$ cat config.mk
export PLATFORM = sky130hd
export DESIGN_NAME = mbist_march_ctrl_flat
export DESIGN_NICKNAME = d
export VERILOG_FILES = /design/src/rtl/mbist_march_if.sv /design/src/rtl/mbist_march_ctrl.sv /design/src/flat_wrapper.sv
export SDC_FILE = /design/constraint.sdc
export NUM_CORES = 1
export LEC_CHECK = 0
export CAP_MARGIN = 20
export CORE_ASPECT_RATIO = 0.5
export CORE_MARGIN = 4
export CORE_UTILIZATION = 30
export CTS_CLUSTER_DIAMETER = 30
export DETAILED_ROUTE_END_ITERATION = 6
export HOLD_SLACK_MARGIN = 0.02
export PLACE_DENSITY_LB_ADDON = 0.2
export SLEW_MARGIN = 20
export SYNTH_ARGS = -nofsm -noshare
export SYNTH_HDL_FRONTEND = slang
export SYNTH_SLANG_ARGS = --single-unit
export TNS_END_PERCENT = 5
$ cat constraint.sdc
create_clock -name clk -period 2.2 [get_ports clk]
set_input_delay 0.44 -clock clk [delete_from_list [all_inputs] [get_ports clk]]
set_output_delay 0.44 -clock clk [all_outputs]
set_load 0.1 [all_outputs]
$ cat src/rtl/mbist_march_if.sv
// Bus between the March C- BIST controller, test-mode control and the
// single-port memory under test. The controller takes the master modport;
// the test environment / memory side takes the slave modport.
interface mbist_march_if #(
    parameter int DATA_WIDTH = 8,
    parameter int ADDR_WIDTH = 4
);
    logic                  start;
    logic                  busy;
    logic                  done;
    logic                  pass;
    logic [15:0]           fail_count;
    logic [ADDR_WIDTH-1:0] fail_addr;
    logic [DATA_WIDTH-1:0] fail_data;
    logic [2:0]            fail_element;
    logic                  write_read;
    logic [ADDR_WIDTH-1:0] address;
    logic [DATA_WIDTH-1:0] wdata;
    logic [DATA_WIDTH-1:0] rdata;

    modport master (
        input  start, rdata,
        output busy, done, pass, fail_count, fail_addr, fail_data, fail_element,
        output write_read, address, wdata
    );

    modport slave (
        output start, rdata,
        input  busy, done, pass, fail_count, fail_addr, fail_data, fail_element,
        input  write_read, address, wdata
    );
endinterface

$ cat src/rtl/mbist_march_ctrl.sv
// March C- BIST controller for a single-port memory with registered write
// data and 2-cycle read latency. Runs E0..E5, compares read data through a
// 2-stage expected-value pipeline and records the first failure.
// Optional build macro: MBIST_STOP_ON_FAIL_EN -- abort to DONE on the first
// mismatch instead of finishing the march.
module mbist_march_ctrl #(
    parameter int DATA_WIDTH = 8,
    parameter int ADDR_WIDTH = 4,
    parameter int CAPACITY   = 15
) (
    input  logic          clk,
    input  logic          rst,
    mbist_march_if.master bus
);
    localparam logic [2:0] S_IDLE  = 3'd0;
    localparam logic [2:0] S_SETUP = 3'd1;
    localparam logic [2:0] S_OP    = 3'd2;
    localparam logic [2:0] S_DRAIN = 3'd3;
    localparam logic [2:0] S_DONE  = 3'd4;

    localparam logic [ADDR_WIDTH-1:0] LAST_ADDR = ADDR_WIDTH'(CAPACITY);

    // Value written by each element (E1/E3 write ones, the rest zeros).
    function automatic logic [DATA_WIDTH-1:0] elem_wval(input logic [2:0] e);
        return (e == 3'd1 || e == 3'd3) ? {DATA_WIDTH{1'b1}} : {DATA_WIDTH{1'b0}};
    endfunction

    // Value expected by each element's read (E2/E4 read ones).
    function automatic logic [DATA_WIDTH-1:0] elem_rval(input logic [2:0] e);
        return (e == 3'd2 || e == 3'd4) ? {DATA_WIDTH{1'b1}} : {DATA_WIDTH{1'b0}};
    endfunction

    function automatic logic elem_desc(input logic [2:0] e);
        return (e == 3'd3 || e == 3'd4);
    endfunction

    function automatic logic [ADDR_WIDTH-1:0] first_addr(input logic [2:0] e);
        return elem_desc(e) ? LAST_ADDR : '0;
    endfunction

    function automatic logic [15:0] sat_inc(input logic [15:0] c);
        return (c == 16'hFFFF) ? c : c + 16'd1;
    endfunction

    logic [2:0]            state_q, state_d;
    logic [2:0]            elem_q, elem_d;
    logic [ADDR_WIDTH-1:0] addr_q, addr_d;
    logic                  phase_q, phase_d;
    logic                  drain_q, drain_d;

    logic [15:0]           fail_count_q;
    logic [ADDR_WIDTH-1:0] fail_addr_q;
    logic [DATA_WIDTH-1:0] fail_data_q;
    logic [2:0]            fail_elem_q;

    logic                  vld_p0, vld_p1;
    logic [DATA_WIDTH-1:0] exp_p0, exp_p1;
    logic [ADDR_WIDTH-1:0] addr_p0, addr_p1;
    logic [2:0]            elem_p0, elem_p1;

    logic busy, arm, issue_rd, issue_wr, last_op, addr_end, mismatch, stop_hit;

    assign busy     = (state_q == S_SETUP) || (state_q == S_OP) || (state_q == S_DRAIN);
    assign arm      = bus.start && ((state_q == S_IDLE) || (state_q == S_DONE));
    assign issue_rd = (state_q == S_OP) && (elem_q != 3'd0) && ((elem_q == 3'd5) || !phase_q);
    assign issue_wr = (state_q == S_OP) && ((elem_q == 3'd0) || ((elem_q != 3'd5) && phase_q));
    assign last_op  = (elem_q == 3'd0) || (elem_q == 3'd5) || phase_q;
    assign addr_end = elem_desc(elem_q) ? (addr_q == '0) : (addr_q == LAST_ADDR);
    assign mismatch = busy && vld_p1 && (bus.rdata != exp_p1);

`ifdef MBIST_STOP_ON_FAIL_EN
    assign stop_hit = mismatch;
`else
    assign stop_hit = 1'b0;
`endif

    // Sequencer next state: element, address and read/write phase walk.
    always_comb begin
        state_d = state_q;
        elem_d  = elem_q;
        addr_d  = addr_q;
        phase_d = phase_q;
        drain_d = drain_q;
        case (state_q)
            S_IDLE, S_DONE: begin
                if (bus.start) begin
                    state_d = S_SETUP;
                    elem_d  = 3'd0;
                    addr_d  = first_addr(3'd0);
                end
            end
            S_SETUP: begin
                state_d = S_OP;
                phase_d = 1'b0;
            end
            S_OP: begin
                if (!last_op) begin
                    phase_d = 1'b1;
                end else begin
                    phase_d = 1'b0;
                    if (addr_end) begin
                        if (elem_q == 3'd5) begin
                            state_d = S_DRAIN;
                            drain_d = 1'b0;
                        end else begin
                            state_d = S_SETUP;
                            elem_d  = elem_q + 3'd1;
                            addr_d  = first_addr(elem_q + 3'd1);
                        end
                    end else if (elem_desc(elem_q)) begin
                        addr_d = addr_q - ADDR_WIDTH'(1);
                    end else begin
                        addr_d = addr_q + ADDR_WIDTH'(1);
                    end
                end
            end
            S_DRAIN: begin
                if (drain_q) state_d = S_DONE;
                else         drain_d = 1'b1;
            end
            default: state_d = S_IDLE;
        endcase
        if (stop_hit) state_d = S_DONE;
    end

    // Sequencer state registers.
    always_ff @(posedge clk) begin
        if (rst) begin
            state_q <= S_IDLE;
            elem_q  <= 3'd0;
            addr_q  <= '0;
            phase_q <= 1'b0;
            drain_q <= 1'b0;
        end else begin
            state_q <= state_d;
            elem_q  <= elem_d;
            addr_q  <= addr_d;
            phase_q <= phase_d;
            drain_q <= drain_d;
        end
    end

    // Stage boundary p0/p1: read-issue valids, flushed when the test aborts.
    always_ff @(posedge clk) begin
        if (rst || stop_hit) begin
            vld_p0 <= 1'b0;
            vld_p1 <= 1'b0;
        end else begin
            vld_p0 <= issue_rd;
            vld_p1 <= vld_p0;
        end
    end

    // Stage boundary p0/p1: expected data, address and element of each read.
    always_ff @(posedge clk) begin
        exp_p0  <= elem_rval(elem_q);
        addr_p0 <= addr_q;
        elem_p0 <= elem_q;
        exp_p1  <= exp_p0;
        addr_p1 <= addr_p0;
        elem_p1 <= elem_p0;
    end

    // Failure bookkeeping: saturating count plus first-failure snapshot.
    always_ff @(posedge clk) begin
        if (rst || arm) begin
            fail_count_q <= '0;
            fail_addr_q  <= '0;
            fail_data_q  <= '0;
            fail_elem_q  <= '0;
        end else if (mismatch) begin
            fail_count_q <= sat_inc(fail_count_q);
            if (fail_count_q == 16'd0) begin
                fail_addr_q <= addr_p1;
                fail_data_q <= bus.rdata ^ exp_p1;
                fail_elem_q <= elem_p1;
            end
        end
    end

    assign bus.busy         = busy;
    assign bus.done         = (state_q == S_DONE);
    assign bus.pass         = (state_q == S_DONE) && (fail_count_q == 16'd0);
    assign bus.fail_count   = fail_count_q;
    assign bus.fail_addr    = fail_addr_q;
    assign bus.fail_data    = fail_data_q;
    assign bus.fail_element = fail_elem_q;
    assign bus.write_read   = issue_wr && !stop_hit;
    assign bus.address      = addr_q;
    assign bus.wdata        = elem_wval(elem_q);
endmodule

$ cat src/flat_wrapper.sv
// flat-port wrapper written by rule: the top's interface ports become plain ports
module mbist_march_ctrl_flat 
#(
    parameter int DATA_WIDTH = 8,
    parameter int ADDR_WIDTH = 4,
    parameter int CAPACITY   = 15
)
  (clk, rst, bus_start, bus_rdata, bus_busy, bus_done, bus_pass, bus_fail_count, bus_fail_addr, bus_fail_data, bus_fail_element, bus_write_read, bus_address, bus_wdata);
  mbist_march_if #(.DATA_WIDTH(DATA_WIDTH), .ADDR_WIDTH(ADDR_WIDTH)) bus_i ();
  input  logic clk;
  input  logic rst;
  input wire logic [$bits(bus_i.start)-1:0] bus_start;
  input wire logic [$bits(bus_i.rdata)-1:0] bus_rdata;
  output wire logic [$bits(bus_i.busy)-1:0] bus_busy;
  output wire logic [$bits(bus_i.done)-1:0] bus_done;
  output wire logic [$bits(bus_i.pass)-1:0] bus_pass;
  output wire logic [$bits(bus_i.fail_count)-1:0] bus_fail_count;
  output wire logic [$bits(bus_i.fail_addr)-1:0] bus_fail_addr;
  output wire logic [$bits(bus_i.fail_data)-1:0] bus_fail_data;
  output wire logic [$bits(bus_i.fail_element)-1:0] bus_fail_element;
  output wire logic [$bits(bus_i.write_read)-1:0] bus_write_read;
  output wire logic [$bits(bus_i.address)-1:0] bus_address;
  output wire logic [$bits(bus_i.wdata)-1:0] bus_wdata;
  assign bus_i.start = bus_start;
  assign bus_i.rdata = bus_rdata;
  assign bus_busy = bus_i.busy;
  assign bus_done = bus_i.done;
  assign bus_pass = bus_i.pass;
  assign bus_fail_count = bus_i.fail_count;
  assign bus_fail_addr = bus_i.fail_addr;
  assign bus_fail_data = bus_i.fail_data;
  assign bus_fail_element = bus_i.fail_element;
  assign bus_write_read = bus_i.write_read;
  assign bus_address = bus_i.address;
  assign bus_wdata = bus_i.wdata;
  mbist_march_ctrl #(.DATA_WIDTH(DATA_WIDTH), .ADDR_WIDTH(ADDR_WIDTH), .CAPACITY(CAPACITY)) u_core (.clk(clk), .rst(rst), .bus(bus_i));
endmodule
==> results of run 1 <==
## cells in the final DEF (no fill, tap or decap), types with 5 or more instances in the layout
| master | Yosys | final |
|---|---|---|
| buf_4 | 9 | 64 |
| dfxtp_1 | 61 | 51 |
| nand2_1 | 29 | 29 |
| nor2_1 | 21 | 20 |
| a21oi_1 | 21 | 19 |
| nand3_1 | 17 | 17 |
| buf_12 | 0 | 15 |
| inv_1 | 15 | 14 |
| o21ai_0 | 12 | 12 |
| nand4_1 | 10 | 10 |
| clkdlybuf4s50_1 | 0 | 10 |
| xnor2_1 | 9 | 9 |
| clkbuf_16 | 0 | 9 |
| a211oi_1 | 9 | 8 |
| dfxtp_2 | 0 | 8 |
| or4_1 | 7 | 7 |
| ha_1 | 9 | 7 |
| and2_1 | 5 | 5 |
| and3_1 | 5 | 5 |
| o31ai_1 | 5 | 5 |
## report_power, final
group          internal [W]  total [W]  switching [W]
Clock               0.00101    0.00147       0.000461
Sequential          0.00111    0.00112     0.00000801
Combinational     0.0000882   0.000211       0.000123
## metrics by stage
stage               std cells  utilization  power [W]  setup slack [ns]
CTS                       525        0.458    0.00284          0.000970
global route              526        0.464    0.00292           -0.0160
floorplan                 328            -    0.00126           -0.0989
global placement          509        0.422    0.00135            -0.171
detailed placement        509        0.422    0.00136            -0.221
finish                    526        0.464    0.00280            0.0867
## cell usage after synthesis (4+ instances only)
library cell	instances
a211oi_1	9
a21oi_1	21
and2_1	5
and3_1	5
buf_2	5
buf_4	9
clkbuf_1	9
dfxtp_1	61
ha_1	9
inv_1	15
mux2i_1	4
nand2_1	29
nand2b_1	4
nand3_1	17
nand4_1	10
nor2_1	21
nor3_1	4
nor4_1	4
o21ai_0	12
o31ai_1	5
or4_1	7
xnor2_1	9
## repair_timing
action | 4_1_cts | 5_1_grt
pin swaps | 1 | 2
gates resized for setup | 0 | 13
setup buffers | 1 | 1
endpoints found under the setup margin | 1 | 17
## routing by layer
| layer | GRT usage | up-vias |
|---|---|---|
| met5 | 0 | - |
| met4 | 0.0366 | 0 |
| met3 | 0.0548 | 6 |
| met2 | 0.204 | 59 |
| met1 | 0.161 | 1221 |
| li1 | - | 1328 |
## sequential cells by signal (all words and copies together), names as in the netlist
signal / flops
u_core.phase_q: 1
u_core.addr_p0: 4
u_core.drain_q: 1
u_core.bus.fail_addr: 4
u_core.exp_p0: 1
u_core.elem_p1: 3
u_core.bus.fail_element: 3
u_core.vld_p0: 1
u_core.elem_q: 3
u_core.bus.fail_count: 16
u_core.bus.address: 4
u_core.elem_p0: 3
u_core.vld_p1: 1
u_core.bus.fail_data: 8
u_core.state_q: 3
u_core.exp_p1: 1
u_core.addr_p1: 4
## cells by family (layout without fill, tap and decap cells)
logic type | after synthesis | after routing
mux | 7 | 7
flops | 61 | 61
buf+inv | 39 | 120
xor+xnor | 10 | 10
fa+ha+maj | 10 | 10
compound gates | 78 | 78
simple gates | 123 | 123
## final cells by class
cell class                 instances  area [µm²]
tap                              117         146
multi-input combinational        228        1530
timing repair buffer              90         892
clock buffer                      11         243
fill                             836        4830
inverter                          15        56.3
sequential                        61        1240
clock inverter                     4        72.6
## critical path: stages
cell and delay [ns]:
clkdlybuf4s50_1 0.45, buf_4 0.16, nand4_1 0.07, mux2i_1 0.08
buf_4 0.15, a21o_1 0.18, buf_12 0.15, or4_1 0.53
a21oi_2 0.15
## worst max-delay path by stage
stage	cells after the start	startpoint	end
2_1_floorplan	4	u_core.elem_q[1]	bus_wdata[1]
3_3_place_gp	9	bus_rdata[6]	u_core.bus.fail_count[9]
3_5_place_dp	9	bus_rdata[6]	u_core.bus.fail_count[13]
4_1_cts	9	u_core.elem_q[0]	u_core.bus.address[3]
5_1_grt	9	bus_rdata[6]	u_core.bus.fail_count[13]
6_report	9	bus_rdata[6]	u_core.bus.fail_count[13]
==> out/metrics.cfg, run 1 <==
[run_status]
status = complete, no violations

[floorplanning]
die_w_um = 146
rows = 24
fp.dieH_um = 77.2
start_util = 0.319
dieArea_um2 = 11300
core_um2 = 9010
io_pins = 58

[logic_synthesis]
async_flop_share = 0
synth_top_area_share = 0.425
synth_edf_count = 0
syn-num-nets = 349
synthAdderAreaFrac = 0.0461
muxShareOfSynthArea = 0.0309
yosys.area_share.xor_xnor = 0.0304
synthFlopType = dfxtp_1
yosysWarnings = 0
netlist_area_um2 = 2880
synth_area_leader_cell = dfxtp_1
synth.top_cells.by_area = dfxtp_1 (42%), ha_1 (3.9%), nand2_1 (3.8%), a21oi_1 (3.7%), nand3_1 (3.0%)
synth_cells = 328
synth_compound_area_frac = 0.177
synth_area_per_cell_um2 = 8.77
yosysSeqAreaShare = 0.425
synth_top_family_by_area = simple AND/OR/NAND/NOR gates
ys_ff_latch = 61
yosysUniqueCellTypes = 56
synthSimpleGateAreaFrac = 0.227

[detailed_routing]
dr_wl_met2_um = 3370
ant_nets = 0
highest_layer = met4
wl_met3_um = 308
routed_wl_um = 7100
num_vias = 2614
drt-met1-wl_um = 3340
wire_per_inst_um = 13.5
viasPerCell = 4.97
drt_pre_antenna_iters = 5
drc = 0
drtIter0Drc = 183

[layout]
areaGrowthSynthToFinish_pct = 45.2
num_antenna_cells = 0
final_cell_area_um2 = 4180
drive_gt1_frac = 0.303
fin_nets = 426

[setup_path]
worstPathMaxFanout = 20
worstSetupPathType = input port to register
critPathRequiredTime_ns = 2.45
reg2reg_from = u_core.elem_q[0]
r2r-end = u_core.bus.address[1]
worstRegToRegCells = 10
end_kind = register
cp-start-kind = input port
crit_arrival_ns = 2.37
reg2reg_slack_ns = 0.11

[worst_hold_path]
hp-class = register to register
hold_depth = 0
holdPathEnd = u_core.addr_p1[2]
hp-start = u_core.addr_p0[2]

[clock_network]
h-tree-depth = 3
clkSlewWorstSetupHoldPaths_ns = 0.05
cts_num_sinks = 61
cts_tree = done
cts_buffer_depth = 2
cts_buffers = 9
clock_latency_ns = 0.32
root_buffer = clkbuf_16
cts.hold.buffers_added = 0

[grt]
grt_pass1_wl_um = 12000
antenna_found_initial = 0
grt_usage = 0.129
grt-ovfl-total = 0
grt_pass1_vias = 2482
grt_max_degree = 31

[timing]
finalSetupViolCount = 0
fin_crit_ns = 2.11
report.final.slew_viol_count = 0
fmax_mhz = 473
finalCritPeriodShare = 0.961
rsz0062_at_grt = yes
max_slew.worst_pin.slew_ns = 0.678
fin_skew_ns = 0.00959
maxSlewHeadroom = 0.546
hold_violations = 0
tns_ns = 0
holdWs_ns = 0.323

[pwr]
leakage_nw = 1.63
pwr_density_cell_nw_per_um2 = 671
irDropWorstVdd_uv = 420

[placement]
hpwl_um = 5240
portBuffers = 57
placed_area_um2 = 3800
place.gp.congestion = 0.833

[flow_run]
max_cap_violations = 0

(Power assumes the default switching activity.)
==> run 2: changes to the inputs <==
GPL_ROUTABILITY_DRIVEN = 0   (was not set)
==> results of run 2 <==
Same layout as run 1: the final DEF is identical, and so are final timing and power.
